`src/rtl/riscv_dmem_lsq_if.sv`:
```
// Request/response bundle between the MEM/WB stages, the access queue and the data bus.
interface riscv_dmem_lsq_if #(
    parameter int XLEN  = 32,
    parameter int DEPTH = 4,
    parameter int DST_W = 5
);
    localparam int CNT_W = $clog2(DEPTH + 1);

    logic             flush_i;
    logic             req_valid_i;
    logic             req_ready_o;
    logic [XLEN-1:0]  req_adr_i;
    logic [XLEN-1:0]  req_d_i;
    logic             req_we_i;
    logic [2:0]       req_size_i;
    logic             req_unsigned_i;
    logic [DST_W-1:0] req_dst_i;
    logic             dmem_req_o;
    logic [XLEN-1:0]  dmem_adr_o;
    logic [XLEN-1:0]  dmem_d_o;
    logic             dmem_we_o;
    logic [2:0]       dmem_size_o;
    logic             dmem_stall_i;
    logic             dmem_ack_i;
    logic             dmem_err_i;
    logic [XLEN-1:0]  dmem_q_i;
    logic             rsp_valid_o;
    logic             rsp_we_o;
    logic [DST_W-1:0] rsp_dst_o;
    logic [XLEN-1:0]  rsp_q_o;
    logic             rsp_err_o;
    logic [XLEN-1:0]  rsp_badaddr_o;
    logic             busy_o;
    logic [CNT_W-1:0] cnt_o;

    modport master (
        output flush_i, req_valid_i, req_adr_i, req_d_i, req_we_i, req_size_i,
               req_unsigned_i, req_dst_i, dmem_stall_i, dmem_ack_i, dmem_err_i, dmem_q_i,
        input  req_ready_o, dmem_req_o, dmem_adr_o, dmem_d_o, dmem_we_o, dmem_size_o,
               rsp_valid_o, rsp_we_o, rsp_dst_o, rsp_q_o, rsp_err_o, rsp_badaddr_o,
               busy_o, cnt_o
    );

    modport slave (
        input  flush_i, req_valid_i, req_adr_i, req_d_i, req_we_i, req_size_i,
               req_unsigned_i, req_dst_i, dmem_stall_i, dmem_ack_i, dmem_err_i, dmem_q_i,
        output req_ready_o, dmem_req_o, dmem_adr_o, dmem_d_o, dmem_we_o, dmem_size_o,
               rsp_valid_o, rsp_we_o, rsp_dst_o, rsp_q_o, rsp_err_o, rsp_badaddr_o,
               busy_o, cnt_o
    );
endinterface

```
`src/rtl/riscv_dmem_lsq.sv`:
```
// In-order multi-outstanding data-memory access queue between MEM and WB.
// Load results are lane-extracted and extended; a flush drops responses already in flight.
module riscv_dmem_lsq #(
    parameter int XLEN  = 32,
    parameter int DEPTH = 4,
    parameter int DST_W = 5
) (
    input  logic             clk_i,
    input  logic             rst_i,
    riscv_dmem_lsq_if.slave  bus
);
    localparam int CW  = $clog2(DEPTH + 1);
    localparam int PW  = $clog2(DEPTH);
    localparam int SHW = (XLEN == 64) ? 3 : 2;

    localparam logic [2:0] BYTE  = 3'b000;
    localparam logic [2:0] HWORD = 3'b001;
    localparam logic [2:0] WORD  = 3'b010;

    typedef struct packed {
        logic [XLEN-1:0]  adr;
        logic [2:0]       size;
        logic             uns;
        logic             we;
        logic [DST_W-1:0] dst;
    } entry_t;

    entry_t           fifo [DEPTH];
    entry_t           head;
    logic [PW-1:0]    wr_ptr, rd_ptr;
    logic [CW-1:0]    cnt, drop;
    logic             ready, issue, resp, drop_pop, live_pop;
    logic [XLEN-1:0]  lane_q, word_q, ext_q;
    logic             rsp_valid, rsp_we, rsp_err;
    logic [DST_W-1:0] rsp_dst;
    logic [XLEN-1:0]  rsp_q, rsp_badaddr;

    // Slot availability looks only at registered state, so a same-cycle response never frees a slot.
    assign ready    = (({1'b0, cnt} + {1'b0, drop}) < (CW+1)'(DEPTH)) & ~bus.dmem_stall_i & ~rst_i;
    assign issue    = bus.req_valid_i & ready & ~bus.flush_i;
    assign resp     = bus.dmem_ack_i | bus.dmem_err_i;
    assign drop_pop = resp & (drop != '0);
    assign live_pop = resp & (drop == '0) & (cnt != '0);

    assign bus.req_ready_o = ready;
    assign bus.dmem_req_o  = issue;
    assign bus.dmem_adr_o  = rst_i ? '0 : bus.req_adr_i;
    assign bus.dmem_d_o    = rst_i ? '0 : bus.req_d_i;
    assign bus.dmem_we_o   = ~rst_i & bus.req_we_i;
    assign bus.dmem_size_o = rst_i ? '0 : bus.req_size_i;

    assign head = fifo[rd_ptr];

    always_comb begin
        lane_q = bus.dmem_q_i >> {head.adr[SHW-1:0], 3'b000};
        word_q = bus.dmem_q_i >> ((XLEN == 64) ? {head.adr[2], 5'b00000} : 6'd0);
        ext_q  = bus.dmem_q_i;
        case (head.size)
            BYTE:  if (head.uns) ext_q = XLEN'(lane_q[7:0]);
                   else          ext_q = XLEN'($signed(lane_q[7:0]));
            HWORD: if (head.uns) ext_q = XLEN'(lane_q[15:0]);
                   else          ext_q = XLEN'($signed(lane_q[15:0]));
            WORD:  if (head.uns) ext_q = XLEN'(word_q[31:0]);
                   else          ext_q = XLEN'($signed(word_q[31:0]));
            default: ext_q = bus.dmem_q_i;
        endcase
    end

    // Payload storage carries no reset; occupancy is tracked by the counters alone.
    always_ff @(posedge clk_i) begin
        if (issue)
            fifo[wr_ptr] <= '{adr: bus.req_adr_i, size: bus.req_size_i, uns: bus.req_unsigned_i,
                              we: bus.req_we_i, dst: bus.req_dst_i};
    end

    always_ff @(posedge clk_i or posedge rst_i) begin
        if (rst_i) begin
            wr_ptr      <= '0;
            rd_ptr      <= '0;
            cnt         <= '0;
            drop        <= '0;
            rsp_valid   <= 1'b0;
            rsp_we      <= 1'b0;
            rsp_err     <= 1'b0;
            rsp_dst     <= '0;
            rsp_q       <= '0;
            rsp_badaddr <= '0;
        end else begin
            if (issue)
                wr_ptr <= wr_ptr + 1'b1;
            // On flush every live entry becomes a response to be discarded.
            if (bus.flush_i) begin
                cnt    <= '0;
                drop   <= drop - CW'(drop_pop) + cnt - CW'(live_pop);
                rd_ptr <= wr_ptr;
            end else begin
                cnt  <= cnt + CW'(issue) - CW'(live_pop);
                drop <= drop - CW'(drop_pop);
                if (live_pop)
                    rd_ptr <= rd_ptr + 1'b1;
            end
            rsp_valid <= live_pop & ~bus.flush_i;
            if (live_pop) begin
                rsp_dst     <= head.dst;
                rsp_err     <= bus.dmem_err_i;
                rsp_we      <= ~head.we & ~bus.dmem_err_i;
                rsp_q       <= (head.we | bus.dmem_err_i) ? '0 : ext_q;
                rsp_badaddr <= bus.dmem_err_i ? head.adr : '0;
            end
        end
    end

    assign bus.rsp_valid_o   = rsp_valid;
    assign bus.rsp_we_o      = rsp_we;
    assign bus.rsp_err_o     = rsp_err;
    assign bus.rsp_dst_o     = rsp_dst;
    assign bus.rsp_q_o       = rsp_q;
    assign bus.rsp_badaddr_o = rsp_badaddr;
    assign bus.busy_o        = (cnt != '0) | (drop != '0);
    assign bus.cnt_o         = cnt;
endmodule

```
`src/flat_wrapper.sv`:
```
// flat-port wrapper written by rule: the top's interface ports become plain ports
module riscv_dmem_lsq_flat 
#(
    parameter int XLEN  = 32,
    parameter int DEPTH = 4,
    parameter int DST_W = 5
)
  (clk_i, rst_i, bus_flush_i, bus_req_valid_i, bus_req_adr_i, bus_req_d_i, bus_req_we_i, bus_req_size_i, bus_req_unsigned_i, bus_req_dst_i, bus_dmem_stall_i, bus_dmem_ack_i, bus_dmem_err_i, bus_dmem_q_i, bus_req_ready_o, bus_dmem_req_o, bus_dmem_adr_o, bus_dmem_d_o, bus_dmem_we_o, bus_dmem_size_o, bus_rsp_valid_o, bus_rsp_we_o, bus_rsp_dst_o, bus_rsp_q_o, bus_rsp_err_o, bus_rsp_badaddr_o, bus_busy_o, bus_cnt_o);
  riscv_dmem_lsq_if #(.XLEN(XLEN), .DEPTH(DEPTH), .DST_W(DST_W)) bus_i ();
  input  logic clk_i;
  input  logic rst_i;
  input wire logic [$bits(bus_i.flush_i)-1:0] bus_flush_i;
  input wire logic [$bits(bus_i.req_valid_i)-1:0] bus_req_valid_i;
  input wire logic [$bits(bus_i.req_adr_i)-1:0] bus_req_adr_i;
  input wire logic [$bits(bus_i.req_d_i)-1:0] bus_req_d_i;
  input wire logic [$bits(bus_i.req_we_i)-1:0] bus_req_we_i;
  input wire logic [$bits(bus_i.req_size_i)-1:0] bus_req_size_i;
  input wire logic [$bits(bus_i.req_unsigned_i)-1:0] bus_req_unsigned_i;
  input wire logic [$bits(bus_i.req_dst_i)-1:0] bus_req_dst_i;
  input wire logic [$bits(bus_i.dmem_stall_i)-1:0] bus_dmem_stall_i;
  input wire logic [$bits(bus_i.dmem_ack_i)-1:0] bus_dmem_ack_i;
  input wire logic [$bits(bus_i.dmem_err_i)-1:0] bus_dmem_err_i;
  input wire logic [$bits(bus_i.dmem_q_i)-1:0] bus_dmem_q_i;
  output wire logic [$bits(bus_i.req_ready_o)-1:0] bus_req_ready_o;
  output wire logic [$bits(bus_i.dmem_req_o)-1:0] bus_dmem_req_o;
  output wire logic [$bits(bus_i.dmem_adr_o)-1:0] bus_dmem_adr_o;
  output wire logic [$bits(bus_i.dmem_d_o)-1:0] bus_dmem_d_o;
  output wire logic [$bits(bus_i.dmem_we_o)-1:0] bus_dmem_we_o;
  output wire logic [$bits(bus_i.dmem_size_o)-1:0] bus_dmem_size_o;
  output wire logic [$bits(bus_i.rsp_valid_o)-1:0] bus_rsp_valid_o;
  output wire logic [$bits(bus_i.rsp_we_o)-1:0] bus_rsp_we_o;
  output wire logic [$bits(bus_i.rsp_dst_o)-1:0] bus_rsp_dst_o;
  output wire logic [$bits(bus_i.rsp_q_o)-1:0] bus_rsp_q_o;
  output wire logic [$bits(bus_i.rsp_err_o)-1:0] bus_rsp_err_o;
  output wire logic [$bits(bus_i.rsp_badaddr_o)-1:0] bus_rsp_badaddr_o;
  output wire logic [$bits(bus_i.busy_o)-1:0] bus_busy_o;
  output wire logic [$bits(bus_i.cnt_o)-1:0] bus_cnt_o;
  assign bus_i.flush_i = bus_flush_i;
  assign bus_i.req_valid_i = bus_req_valid_i;
  assign bus_i.req_adr_i = bus_req_adr_i;
  assign bus_i.req_d_i = bus_req_d_i;
  assign bus_i.req_we_i = bus_req_we_i;
  assign bus_i.req_size_i = bus_req_size_i;
  assign bus_i.req_unsigned_i = bus_req_unsigned_i;
  assign bus_i.req_dst_i = bus_req_dst_i;
  assign bus_i.dmem_stall_i = bus_dmem_stall_i;
  assign bus_i.dmem_ack_i = bus_dmem_ack_i;
  assign bus_i.dmem_err_i = bus_dmem_err_i;
  assign bus_i.dmem_q_i = bus_dmem_q_i;
  assign bus_req_ready_o = bus_i.req_ready_o;
  assign bus_dmem_req_o = bus_i.dmem_req_o;
  assign bus_dmem_adr_o = bus_i.dmem_adr_o;
  assign bus_dmem_d_o = bus_i.dmem_d_o;
  assign bus_dmem_we_o = bus_i.dmem_we_o;
  assign bus_dmem_size_o = bus_i.dmem_size_o;
  assign bus_rsp_valid_o = bus_i.rsp_valid_o;
  assign bus_rsp_we_o = bus_i.rsp_we_o;
  assign bus_rsp_dst_o = bus_i.rsp_dst_o;
  assign bus_rsp_q_o = bus_i.rsp_q_o;
  assign bus_rsp_err_o = bus_i.rsp_err_o;
  assign bus_rsp_badaddr_o = bus_i.rsp_badaddr_o;
  assign bus_busy_o = bus_i.busy_o;
  assign bus_cnt_o = bus_i.cnt_o;
  riscv_dmem_lsq #(.XLEN(XLEN), .DEPTH(DEPTH), .DST_W(DST_W)) u_core (.clk_i(clk_i), .rst_i(rst_i), .bus(bus_i));
endmodule
```
`config.mk`:
```
export PLATFORM = sky130hd
export DESIGN_NAME = riscv_dmem_lsq_flat
export DESIGN_NICKNAME = d
export VERILOG_FILES = /design/src/rtl/riscv_dmem_lsq_if.sv /design/src/rtl/riscv_dmem_lsq.sv /design/src/flat_wrapper.sv
export SDC_FILE = /design/constraint.sdc
export NUM_CORES = 1
export LEC_CHECK = 0
export ABC_AREA = 1
export CORE_MARGIN = 1
export CORE_UTILIZATION = 51
export DETAILED_ROUTE_END_ITERATION = 10
export GPL_TIMING_DRIVEN = 0
export PLACE_DENSITY = 0.88
export SLEW_MARGIN = 10
export SYNTH_ARGS = -nofsm -noshare
export SYNTH_HDL_FRONTEND = slang
export SYNTH_SLANG_ARGS = --single-unit
```
`constraint.sdc`:
```
create_clock -name clk_i -period 4.92 [get_ports clk_i]
set_input_delay 0.984 -clock clk_i [delete_from_list [all_inputs] [get_ports clk_i]]
set_output_delay 0.984 -clock clk_i [all_outputs]
set_load 0.03 [all_outputs]
```
==> results.yml <==
routing:
  vias: 9146
  wl_um: 31600
  post_drt_via_cell_ratio: 5.38
  drt_pass1_iterations: 5
  drtIter0Drc: 821
  ant_nets: 0
  drc: 0
  wire_per_inst_um: 18.6
logic_synthesis:
  ys_top_cells_by_count: "291 x nand2_1, 168 x edfxtp_1, 112 x nor2_1"
  post_synth_instance_area_um2: 11200
  synth_enable_flop_cells: 168
  syn_area_per_cell_um2: 10.1
  yosys.area.top_type: "edfxtp_1"
  synth_cell_types: 43
  ys_seq_area_share_pct: 63.1
  ys_ff_latch: 250
  synth_top_area_share_pct: 44.9
  synth_flop_cell: "edfxtp_1"
  synth.area.top_cells: "edfxtp_1 45%, dfrtp_1 18%, nand2_1 9.7%, nor2_1 3.7%, inv_1 3.5%"
  yosysMostFrequentCell: "nand2_1"
  yosysWarnings: 0
  synth_cells: 1115
  synthArstFlopShare_pct: 32.8
  syn_nets: 1243
grt:
  grt_pass1_wl_um: 48400
  grt_overflow: 0
  antenna_found_initial: 0
  grt_use_total_pct: 28.2
  grt_max_degree: 59
  first_global_vias: 9145
setup_path:
  cp_num_buf_inv: 3
  critPathArrivalTime_ps: 3370
  r2r-end: "u_core.drop[2]$_DFF_PP0_"
  cpMaxStageDelayCell: "clkdlybuf4s50_1"
  reg2regPathDepth: 12
  slowest_delay_ps: 720
  endpoint_kind: "output pin"
  timing.critical_path.mode_cell: "clkdlybuf4s50_1"
  crit_family: "buffers and inverters"
  critical_path_class: "in -> out"
  cp_max_fo: 7
  worstReg2RegStart: "u_core.drop[1]$_DFF_PP0_"
  crit_chain: "clkdlybuf4s50_1, nor2_1, nand2_1, nor4_1, nand3_1, inv_1, clkdlybuf4s50_1"
  worstPathRequired_ps: 3940
  r2r_slack_ps: 1630
  start_kind: "primary input"
floorplan:
  initial_core_util_pct: 52.7
  die_area_um2: 22700
  core_area_um2: 21400
  die_h_um: 151
  pin_count: 259
  fp.dieW_um: 151
  rows: 53
cts:
  path_clk_slew_ps: 60
  cts_buffer_depth: 3
  cts_root_buffer: "clkbuf_16"
  htreeDepth: 1
  tritoncts: "yes"
  cts_hold_buf: 0
  numCtsBuffers: 26
  cts_sinks: 250
  clk_latency_ps: 560
  post-cts-setup-buffers: 0
  cts_resized: 0
placement:
  placedInstanceArea_um2: 14300
  place.gp.congestion: 0.937
  dp_hpwl_um: 22000
  dp.cells: 1652
  io_buffers: 256
  pre_cts_ws_ps: 632
hold_path:
  holdCritPathClass: "reg -> reg"
  hold_depth: 2
  holdPathEnd: "u_core.bus.rsp_q_o[14]$_DFFE_PP0P_"
  hold_start: "u_core.bus.rsp_q_o[14]$_DFFE_PP0P_"
job:
  cap_violations: 0
finish:
  area_delta_synth_final_pct: 35.2
  fin_util_pct: 71.2
  fin_nets: 1533
  drive_gt1_share_pct: 8.91
  fillCellCount: 1489
  diodes: 0
  fin_area_um2: 15200
  fin_cells: 1700
sta:
  setup_viol: 0
  period_share_pct: 88.6
  fin_worst_skew_ps: 29.1
  fin_ws_ps: 563
  period_minus_slack_ps: 4360
  slew_headroom_pct: 51.1
  rsz0062_at_grt: "false"
  final-max-slew-violation-count: 0
  tightest_slew_ps: 732
  fmax_mhz: 230
  hold_viol_final: 0
  holdWs_ps: 481
power_and_ir_drop:
  p_leak_nw: 6.34
  powerDensity_nw_per_um2: 478
  irDropWorstVdd_mv: 0.344
run_status:
  outcome: "complete, no violations"
-- layout by cell type, fill, tap and decap left out, types with 21 or more instances in the layout --
cell type	count
clkdlybuf4s50_1	256
o21ai_0	65
inv_1	103
edfxtp_1	168
nand3_1	33
o21ai_1	29
clkbuf_16	27
a21oi_1	34
clkinv_1	21
dfrtp_1	82
nor2_1	108
a32o_1	30
clkbuf_1	38
nand2_1	291
-- stage by stage --
stage | power (W) | TNS (ps)
2_1_floorplan | 0.00430 | -11510
3_5_place_dp | 0.00528 | 0
5_1_grt | 0.00761 | 0
6_report | 0.00727 | 0
4_1_cts | 0.00727 | 0
3_3_place_gp | 0.00516 | -155140
-- worst register-to-register path, delay by kind of cell, from the launching register on --
family	cells	cell delay, ps
simple gates	4	1220
buf+inv	4	640
xor+xnor	1	140
fa+ha+maj	3	810
flops	1	400
-- how the worst max path moves through the flow --
stage | from | end | slack, ps | cells after the start
after floorplan | rst_i | u_core.fifo[0][0]$_DFFE_PP_ | -70 | 4
after detailed placement | bus_dmem_stall_i | bus_dmem_req_o | 630 | 7
final | bus_dmem_stall_i | bus_dmem_req_o | 560 | 7
after global placement | bus_dmem_stall_i | u_core.fifo[2][18]$_DFFE_PP_ | -940 | 6
after CTS | bus_dmem_stall_i | bus_dmem_req_o | 570 | 7
after global routing | bus_dmem_stall_i | bus_dmem_req_o | 410 | 7
-- sequential cells by signal, indices dropped and copies added (netlist names) --
| register | count |
|---|---|
| u_core.bus.cnt_o | 3 |
| u_core.bus.rsp_badaddr_o | 32 |
| u_core.bus.rsp_dst_o | 5 |
| u_core.bus.rsp_err_o | 1 |
| u_core.bus.rsp_q_o | 32 |
| u_core.bus.rsp_valid_o | 1 |
| u_core.bus.rsp_we_o | 1 |
| u_core.drop | 3 |
| u_core.fifo | 168 |
| u_core.rd_ptr | 2 |
| u_core.wr_ptr | 2 |
-- cell type report --
class,instances,area [um^2],share of cell area (%)
Tap cell,275,344,2.26
Buffer,62,343,2.25
Sequential cell,250,7100,46.7
Multi-Input combinational cell,668,3330,21.9
Clock buffer,34,722,4.75
Inverter,135,514,3.38
Timing Repair Buffer,262,2710,17.8
Clock inverter,14,159,1.04
-- where the power goes --
part / internal (W) / total, W / switching (W)
Combinational: 0.00101 / 0.00267 / 0.00166
Sequential: 0.00246 / 0.00261 / 0.000145
Clock: 0.00115 / 0.00199 / 0.000840
-- logic make-up (layout without fill, tap and decap cells) --
family / after synthesis / in the layout / share of synthesized area (%)
AO/OA/AOI/OAI: 174 / 174 / 9.42
multiplexers: 1 / 1 / 0.0890
AND/OR/NAND/NOR: 473 / 473 / 17.6
flip-flops: 250 / 250 / 63.1
buffers and inverters: 197 / 507 / 7.60
XOR/XNOR: 5 / 5 / 0.389
adder cells (fa/ha/maj): 15 / 15 / 1.80
-- metal layers --
metal  global-route usage [%]  vias to the layer above  wire length (um)
li1                         -                     4263                 -
met1                     36.4                     4356             12200
met2                     47.5                      456             15800
met3                     4.55                       71              2520
met4                     11.1                        0               997
met5                        0                        -                 0
Note: power is estimated with default switching activity, not from simulation.
